## config.mk

```make
export PLATFORM = sky130hd
export DESIGN_NAME = gaussian_stat_estimator
export DESIGN_NICKNAME = d
export VERILOG_FILES = /design/src/rtl/gauss_est_pkg.sv /design/src/rtl/isqrt_seq.sv /design/src/rtl/gaussian_stat_estimator.sv
export SDC_FILE = /design/constraint.sdc
export NUM_CORES = 2
export LEC_CHECK = 0
export CORE_UTILIZATION = 45
export CTS_BUF_LIST = sky130_fd_sc_hd__clkbuf_4 sky130_fd_sc_hd__clkbuf_8 sky130_fd_sc_hd__clkbuf_16
export DETAILED_ROUTE_END_ITERATION = 10
export SLEW_MARGIN = 20
export SYNTH_ARGS = -nofsm -noshare
export SYNTH_HDL_FRONTEND = slang
export SYNTH_HIERARCHICAL = 1
export SYNTH_SLANG_ARGS = --single-unit
export TNS_END_PERCENT = 1
```

## constraint.sdc

```tcl
create_clock -name clk -period 12.8 [get_ports clk]
set_clock_uncertainty 0.2 [all_clocks]
set_input_delay 2.56 -clock clk [delete_from_list [all_inputs] [get_ports clk]]
set_output_delay 2.56 -clock clk [all_outputs]
set_load 0.05 [all_outputs]
```

## src/rtl/gauss_est_pkg.sv

```systemverilog
// Shared types and constants for the Gaussian noise statistics estimator.
package gauss_est_pkg;

    typedef enum logic [2:0] {
        IDLE,
        ACCUM,
        VAR,
        SQRT,
        DONE
    } est_state_t;

    localparam int FRAC_BITS  = 7;
    localparam int SQRT_ITERS = 16;

    localparam logic [15:0] SAT_POS = 16'h7FFF;
    localparam logic [15:0] SAT_NEG = 16'h8000;

endpackage

```

## src/rtl/isqrt_seq.sv

```systemverilog
// Sequential restoring integer square root: 32-bit radicand in, 16-bit floor root out.
// One root bit per cycle; the first bit is resolved in the start cycle, valid pulses 16 cycles after start.
module isqrt_seq
    import gauss_est_pkg::*;
(
    input  logic        clk,
    input  logic        rst,
    input  logic        start,
    input  logic [31:0] radicand,
    output logic        valid,
    output logic [15:0] root
);

    logic [31:0] rad_q;
    logic [17:0] rem_q;
    logic [15:0] root_q;
    logic [4:0]  cnt_q;
    logic        run_q;

    logic [17:0] src_rem;
    logic [15:0] src_root;
    logic [1:0]  src_pair;
    logic [19:0] trial_rem;
    logic [19:0] trial;
    logic [17:0] nxt_rem;
    logic [15:0] nxt_root;

    // A start cycle seeds the iteration from the fresh radicand instead of the held state
    always_comb begin
        src_rem   = start ? 18'd0 : rem_q;
        src_root  = start ? 16'd0 : root_q;
        src_pair  = start ? radicand[31:30] : rad_q[31:30];
        trial_rem = {src_rem, src_pair};
        trial     = {2'b00, src_root, 2'b01};
        if (trial_rem >= trial) begin
            nxt_rem  = 18'(trial_rem - trial);
            nxt_root = {src_root[14:0], 1'b1};
        end else begin
            nxt_rem  = 18'(trial_rem);
            nxt_root = {src_root[14:0], 1'b0};
        end
    end

    always_ff @(posedge clk or negedge rst) begin
        if (!rst) begin
            rad_q  <= '0;
            rem_q  <= '0;
            root_q <= '0;
            cnt_q  <= '0;
            run_q  <= 1'b0;
            valid  <= 1'b0;
        end else begin
            valid <= 1'b0;
            if (start) begin
                rad_q  <= {radicand[29:0], 2'b00};
                rem_q  <= nxt_rem;
                root_q <= nxt_root;
                cnt_q  <= 5'(SQRT_ITERS - 1);
                run_q  <= 1'b1;
            end else if (run_q) begin
                rad_q  <= {rad_q[29:0], 2'b00};
                rem_q  <= nxt_rem;
                root_q <= nxt_root;
                cnt_q  <= cnt_q - 5'd1;
                if (cnt_q == 5'd1) begin
                    run_q <= 1'b0;
                    valid <= 1'b1;
                end
            end
        end
    end

    assign root = root_q;

endmodule

```

## src/rtl/gaussian_stat_estimator.sv

```systemverilog
// Windowed mean / standard-deviation estimator for Q7 noise samples.
// Optional clip counter enabled by defining GAUSS_EST_CLIP_CNT_EN.
module gaussian_stat_estimator
    import gauss_est_pkg::*;
#(
    parameter int LOG2_N = 10,
    parameter int DATA_W = 16
) (
    input  logic                     clk,
    input  logic                     rst,
    input  logic                     start_i,
    input  logic                     valid_i,
    input  logic signed [DATA_W-1:0] sample_i,
    output logic                     busy_o,
    output logic                     done_o,
    output logic signed [DATA_W-1:0] mean_o,
    output logic        [DATA_W-1:0] std_o
`ifdef GAUSS_EST_CLIP_CNT_EN
    ,
    output logic        [LOG2_N:0]   clip_cnt_o
`endif
);

    localparam int SUM_W = DATA_W + LOG2_N;
    localparam int SQ_W  = 2 * DATA_W + LOG2_N;
    localparam int CNT_W = LOG2_N + 1;
    localparam logic [CNT_W-1:0] LAST_CNT = CNT_W'((1 << LOG2_N) - 1);

    est_state_t state_q, state_d;

    logic signed [SUM_W-1:0]    sum_q;
    logic        [SQ_W-1:0]     sumsq_q;
    logic        [CNT_W-1:0]    count_q;
    logic signed [DATA_W-1:0]   mean_q;

    logic signed [2*DATA_W-1:0] sample_wide;
    logic        [2*DATA_W-1:0] sample_sq;
    logic signed [DATA_W-1:0]   mean_c;
    logic signed [2*DATA_W-1:0] mean_wide;
    logic        [2*DATA_W-1:0] mean_sq;
    logic        [2*DATA_W-1:0] ex2_c;
    logic signed [2*DATA_W:0]   var_diff;
    logic        [2*DATA_W-1:0] var_c;

    logic        sqrt_valid;
    logic [15:0] sqrt_root;

`ifdef GAUSS_EST_CLIP_CNT_EN
    logic [LOG2_N:0] clip_q;
    logic            is_sat;
    assign is_sat = ($unsigned(sample_i) == DATA_W'(SAT_POS)) ||
                    ($unsigned(sample_i) == DATA_W'(SAT_NEG));
`endif

    // Taking the upper slices of the accumulators is the divide-by-window (floor for the signed sum)
    always_comb begin
        sample_wide = sample_i;
        sample_sq   = sample_wide * sample_wide;
        mean_c      = sum_q[SUM_W-1:LOG2_N];
        mean_wide   = mean_c;
        mean_sq     = mean_wide * mean_wide;
        ex2_c       = sumsq_q[SQ_W-1:LOG2_N];
        var_diff    = $signed({1'b0, ex2_c}) - $signed({1'b0, mean_sq});
        var_c       = var_diff[2*DATA_W] ? '0 : var_diff[2*DATA_W-1:0];
    end

    always_comb begin
        state_d = state_q;
        case (state_q)
            IDLE:    if (start_i) state_d = ACCUM;
            ACCUM:   if (valid_i && (count_q == LAST_CNT)) state_d = VAR;
            VAR:     state_d = SQRT;
            SQRT:    if (sqrt_valid) state_d = DONE;
            DONE:    state_d = IDLE;
            default: state_d = IDLE;
        endcase
    end

    always_ff @(posedge clk or negedge rst) begin
        if (!rst) state_q <= IDLE;
        else      state_q <= state_d;
    end

    // Results are loaded on the edge into DONE so they appear together with done_o
    always_ff @(posedge clk or negedge rst) begin
        if (!rst) begin
            sum_q      <= '0;
            sumsq_q    <= '0;
            count_q    <= '0;
            mean_q     <= '0;
            mean_o     <= '0;
            std_o      <= '0;
`ifdef GAUSS_EST_CLIP_CNT_EN
            clip_q     <= '0;
            clip_cnt_o <= '0;
`endif
        end else begin
            case (state_q)
                IDLE: begin
                    if (start_i) begin
                        sum_q   <= '0;
                        sumsq_q <= '0;
                        count_q <= '0;
`ifdef GAUSS_EST_CLIP_CNT_EN
                        clip_q  <= '0;
`endif
                    end
                end
                ACCUM: begin
                    if (valid_i) begin
                        sum_q   <= sum_q + SUM_W'(sample_i);
                        sumsq_q <= sumsq_q + SQ_W'(sample_sq);
                        count_q <= count_q + CNT_W'(1);
`ifdef GAUSS_EST_CLIP_CNT_EN
                        if (is_sat) clip_q <= clip_q + CNT_W'(1);
`endif
                    end
                end
                VAR: mean_q <= mean_c;
                SQRT: begin
                    if (sqrt_valid) begin
                        mean_o     <= mean_q;
                        std_o      <= DATA_W'(sqrt_root);
`ifdef GAUSS_EST_CLIP_CNT_EN
                        clip_cnt_o <= clip_q;
`endif
                    end
                end
                default: ;
            endcase
        end
    end

    isqrt_seq u_isqrt (
        .clk      (clk),
        .rst      (rst),
        .start    (state_q == VAR),
        .radicand (var_c),
        .valid    (sqrt_valid),
        .root     (sqrt_root)
    );

    assign busy_o = (state_q != IDLE);
    assign done_o = (state_q == DONE);

endmodule
```

==> results_dict.tcl <==
set metrics [dict create \
    status "finished, final reports clean" \
    hp-start "u_isqrt/root[8]" \
    worst_slew_pin_slew_ns 1.02 \
    io-pin-count 54 \
    grt_max_degree 81 \
    cts_tree "done" \
    min_period_ns 12.03 \
    port_buffers 53 \
    num_antenna_cells 0 \
    ys_ff_latch 201 \
    r2r_slack_ns 0.77 \
    syn_inst 3455 \
    drc 0 \
    vias 22900 \
    fill_cells 6618 \
    worstSetupPathType "reg2reg" \
    numCtsBuffers 27 \
    yosysSeqAreaShare_pct 16.2 \
    ys_async_sr_fraction_pct 100 \
    hold_class "reg2reg" \
    setup.worst_path.end_class "register" \
    fin_hold_ws_ns 0.268 \
    postRouteAntennaNets 0 \
    path_max_fanout 14 \
    cp.required_ns 13.06 \
    whs_path_depth 2 \
    rsz0062_at_grt "false" \
    critPathBufInv 4 \
    clock_sinks 201 \
    wirelength_mm 74.1 \
    clock-root-buffer "clkbuf_16" \
    die_x_um 265 \
    setup_violations 0 \
    cpMostUsedCell "fa_1" \
    grt_first_pass_wirelength_mm 125 \
    antenna_found_initial 2 \
    ctsLongestPathBuffers 3 \
    synth_edf_count 0 \
    fin_nets 4248 \
    slew_violations 0 \
    die-area_um2 70200 \
    area_delta_synth_final_pct 7.87 \
    max_stage_delay_ns 0.82 \
    clkLatencyLatePin_ns 0.58 \
    grt_usage_pct 22.1 \
    r2r_start "sum_q[17]" \
    synth_top_family_by_area "adder cells" \
    synthSimpleGateAreaFrac_pct 13.3 \
    synthAdderAreaFrac_pct 42.2 \
    fin_cells 4369 \
    period_share_pct 94.0 \
    vias_per_cell 5.23 \
    synthesis.nets 4237 \
    min_to "std_o[8]" \
    cp.arrival_ns 12.30 \
    hold_violations 0 \
    slew_headroom_pct 32.3 \
    drtIter0Drc 1267 \
    synthXorXnorAreaFrac_pct 4.81 \
    initial_core_util_pct 45.4 \
    cts-hold-fix-buffers 0 \
    setup_tns_ns 0 \
    synth_warnings 6 \
    drive_gt1_share_pct 3.93 \
    slowest_stage "dfrtp_1" \
    synth_area_um2 31100 \
    cts_resized 0 \
    die_h_um 265 \
    path_clk_slew_ns 0.06 \
    timing.rr.end "u_isqrt/rem_q[16]" \
    place_congestion 0.870 \
    drt_first_pass_iters 5 \
    h-tree-depth 1 \
    synth.distinct_cells 79 \
    synth_compound_area_share_pct 11.8 \
    post_cts_buffers 0 \
    overflow 0 \
    num_rows 96 \
    wire_per_inst_um 17.0 \
    hpwl_mm 59.4 \
    avgSynthCellArea_um2 9.01 \
    start_kind "register" \
    first_global_vias 24000 \
    crit_family "compound AO/OA/AOI/OAI gates" \
    r2r_cells 39 \
    max_cap_viol_count 0 \
    fmax_ghz 0.0831 \
    dpl.cell_count 4319 \
    synth_top_flop_cell "dfrtp_1" \
    muxShareOfSynthArea_pct 2.26 \
    core_um2 68500 \
]
[kinds of logic after synthesis]
logic type,after synthesis
simple gates,910
buf+inv,774
fa+ha+maj,762
compound gates,569
flops,201
xor+xnor,171
mux,68
[synthesized netlist by cell type (9+ instances only)]
library cell	count	area share [%]
inv_1	663	8.0
o21a_1	16	0.39
nand2_1	424	5.1
a31oi_1	15	0.30
a21o_1	69	1.7
a21oi_1	137	2.2
a211oi_1	18	0.43
o22ai_1	9	0.18
nand4_1	13	0.26
dfrtp_1	201	16
nand2b_1	38	0.76
fa_1	480	31
xor2_1	69	1.9
mux2_2	18	0.65
nor2b_1	29	0.58
xnor2_1	102	2.9
nand3_1	31	0.50
o211ai_1	21	0.51
nor2_1	185	2.2
nor3_1	23	0.37
and3_1	19	0.38
clkbuf_1	95	1.1
mux2i_1	50	1.6
and2_1	102	2.1
a22o_1	11	0.31
or3_1	10	0.20
o21ai_0	152	2.4
o21bai_1	26	0.63
ha_1	282	11
[metrics by stage]
| step | util (%) | worst slack [ns] | cell area, um2 |
|---|---|---|---|
| final | 49.0 | 0.765 | 33600 |
| after CTS | 49.0 | 0.774 | 33600 |
| after floorplan | - | 2.43 | 31100 |
| after global routing | 49.0 | 0.116 | 33600 |
| after global placement | 47.7 | 0.815 | 32600 |
| after detailed placement | 47.7 | 0.802 | 32600 |
[how the worst max path moves through the flow]
stage | to | slack (ns) | startpoint | cells after the start
floorplan | sumsq_q[34] | 2.43 | sample_i[1] | 34
global placement | u_isqrt/rem_q[16] | 0.82 | sum_q[17] | 39
detailed placement | u_isqrt/rem_q[16] | 0.80 | sum_q[17] | 39
CTS | u_isqrt/rem_q[16] | 0.77 | sum_q[17] | 39
global route | u_isqrt/rem_q[16] | 0.12 | sum_q[17] | 39
finish | u_isqrt/rem_q[16] | 0.77 | sum_q[17] | 39
[cells in the final DEF (no fill, tap or decap), drive strengths merged, types with 31 or more instances in the layout]
cell type / synthesis / final
nand2: 424 / 424
nand2b: 38 / 38
o21ai: 158 / 158
clkbuf: 96 / 34
buf: 14 / 40
and2: 102 / 102
inv: 664 / 665
clkdlybuf4s50: 0 / 52
xnor2: 102 / 102
nand3: 31 / 31
xor2: 69 / 69
ha: 282 / 282
nor2: 185 / 185
fa: 480 / 480
a21o: 69 / 69
a21oi: 139 / 139
dfrtp: 201 / 201
mux2i: 50 / 50
[cell type report]
class / instances / area, um2 / area share, %
Tap cell: 882 / 1100 / 3.29
Clock buffer: 34 / 753 / 2.24
Inverter: 664 / 2490 / 7.43
Multi-Input combinational cell: 2480 / 23200 / 69.0
Timing Repair Buffer: 92 / 828 / 2.47
Clock inverter: 16 / 180 / 0.537
Sequential cell: 201 / 5030 / 15.0
[per-layer routing]
| metal | GRT usage, % | wire length (um) |
|---|---|---|
| met1 | 30.4 | 34200 |
| met2 | 38.1 | 36000 |
| met3 | 1.64 | 2320 |
| met4 | 4.64 | 1530 |
| met5 | 0 | 0 |
[tightest hold or removal path, stage by stage (launching register included)]
cell and delay [ns]:
dfrtp_1 0.34, nand2_1 0.05, nand2_1 0.05
[registers in the layout (all words and copies together), names as in the netlist, 5 cells and up]
signal / cells
count_q: 11
mean_o: 16
mean_q: 16
std_o: 16
sum_q: 26
sumsq_q: 42
u_isqrt/cnt_q: 5
u_isqrt/rad_q: 30
u_isqrt/rem_q: 18
u_isqrt/root: 16
Power is not shown: default switching activity piles up to over one toggle a cycle in this logic, so the estimate is an artifact.
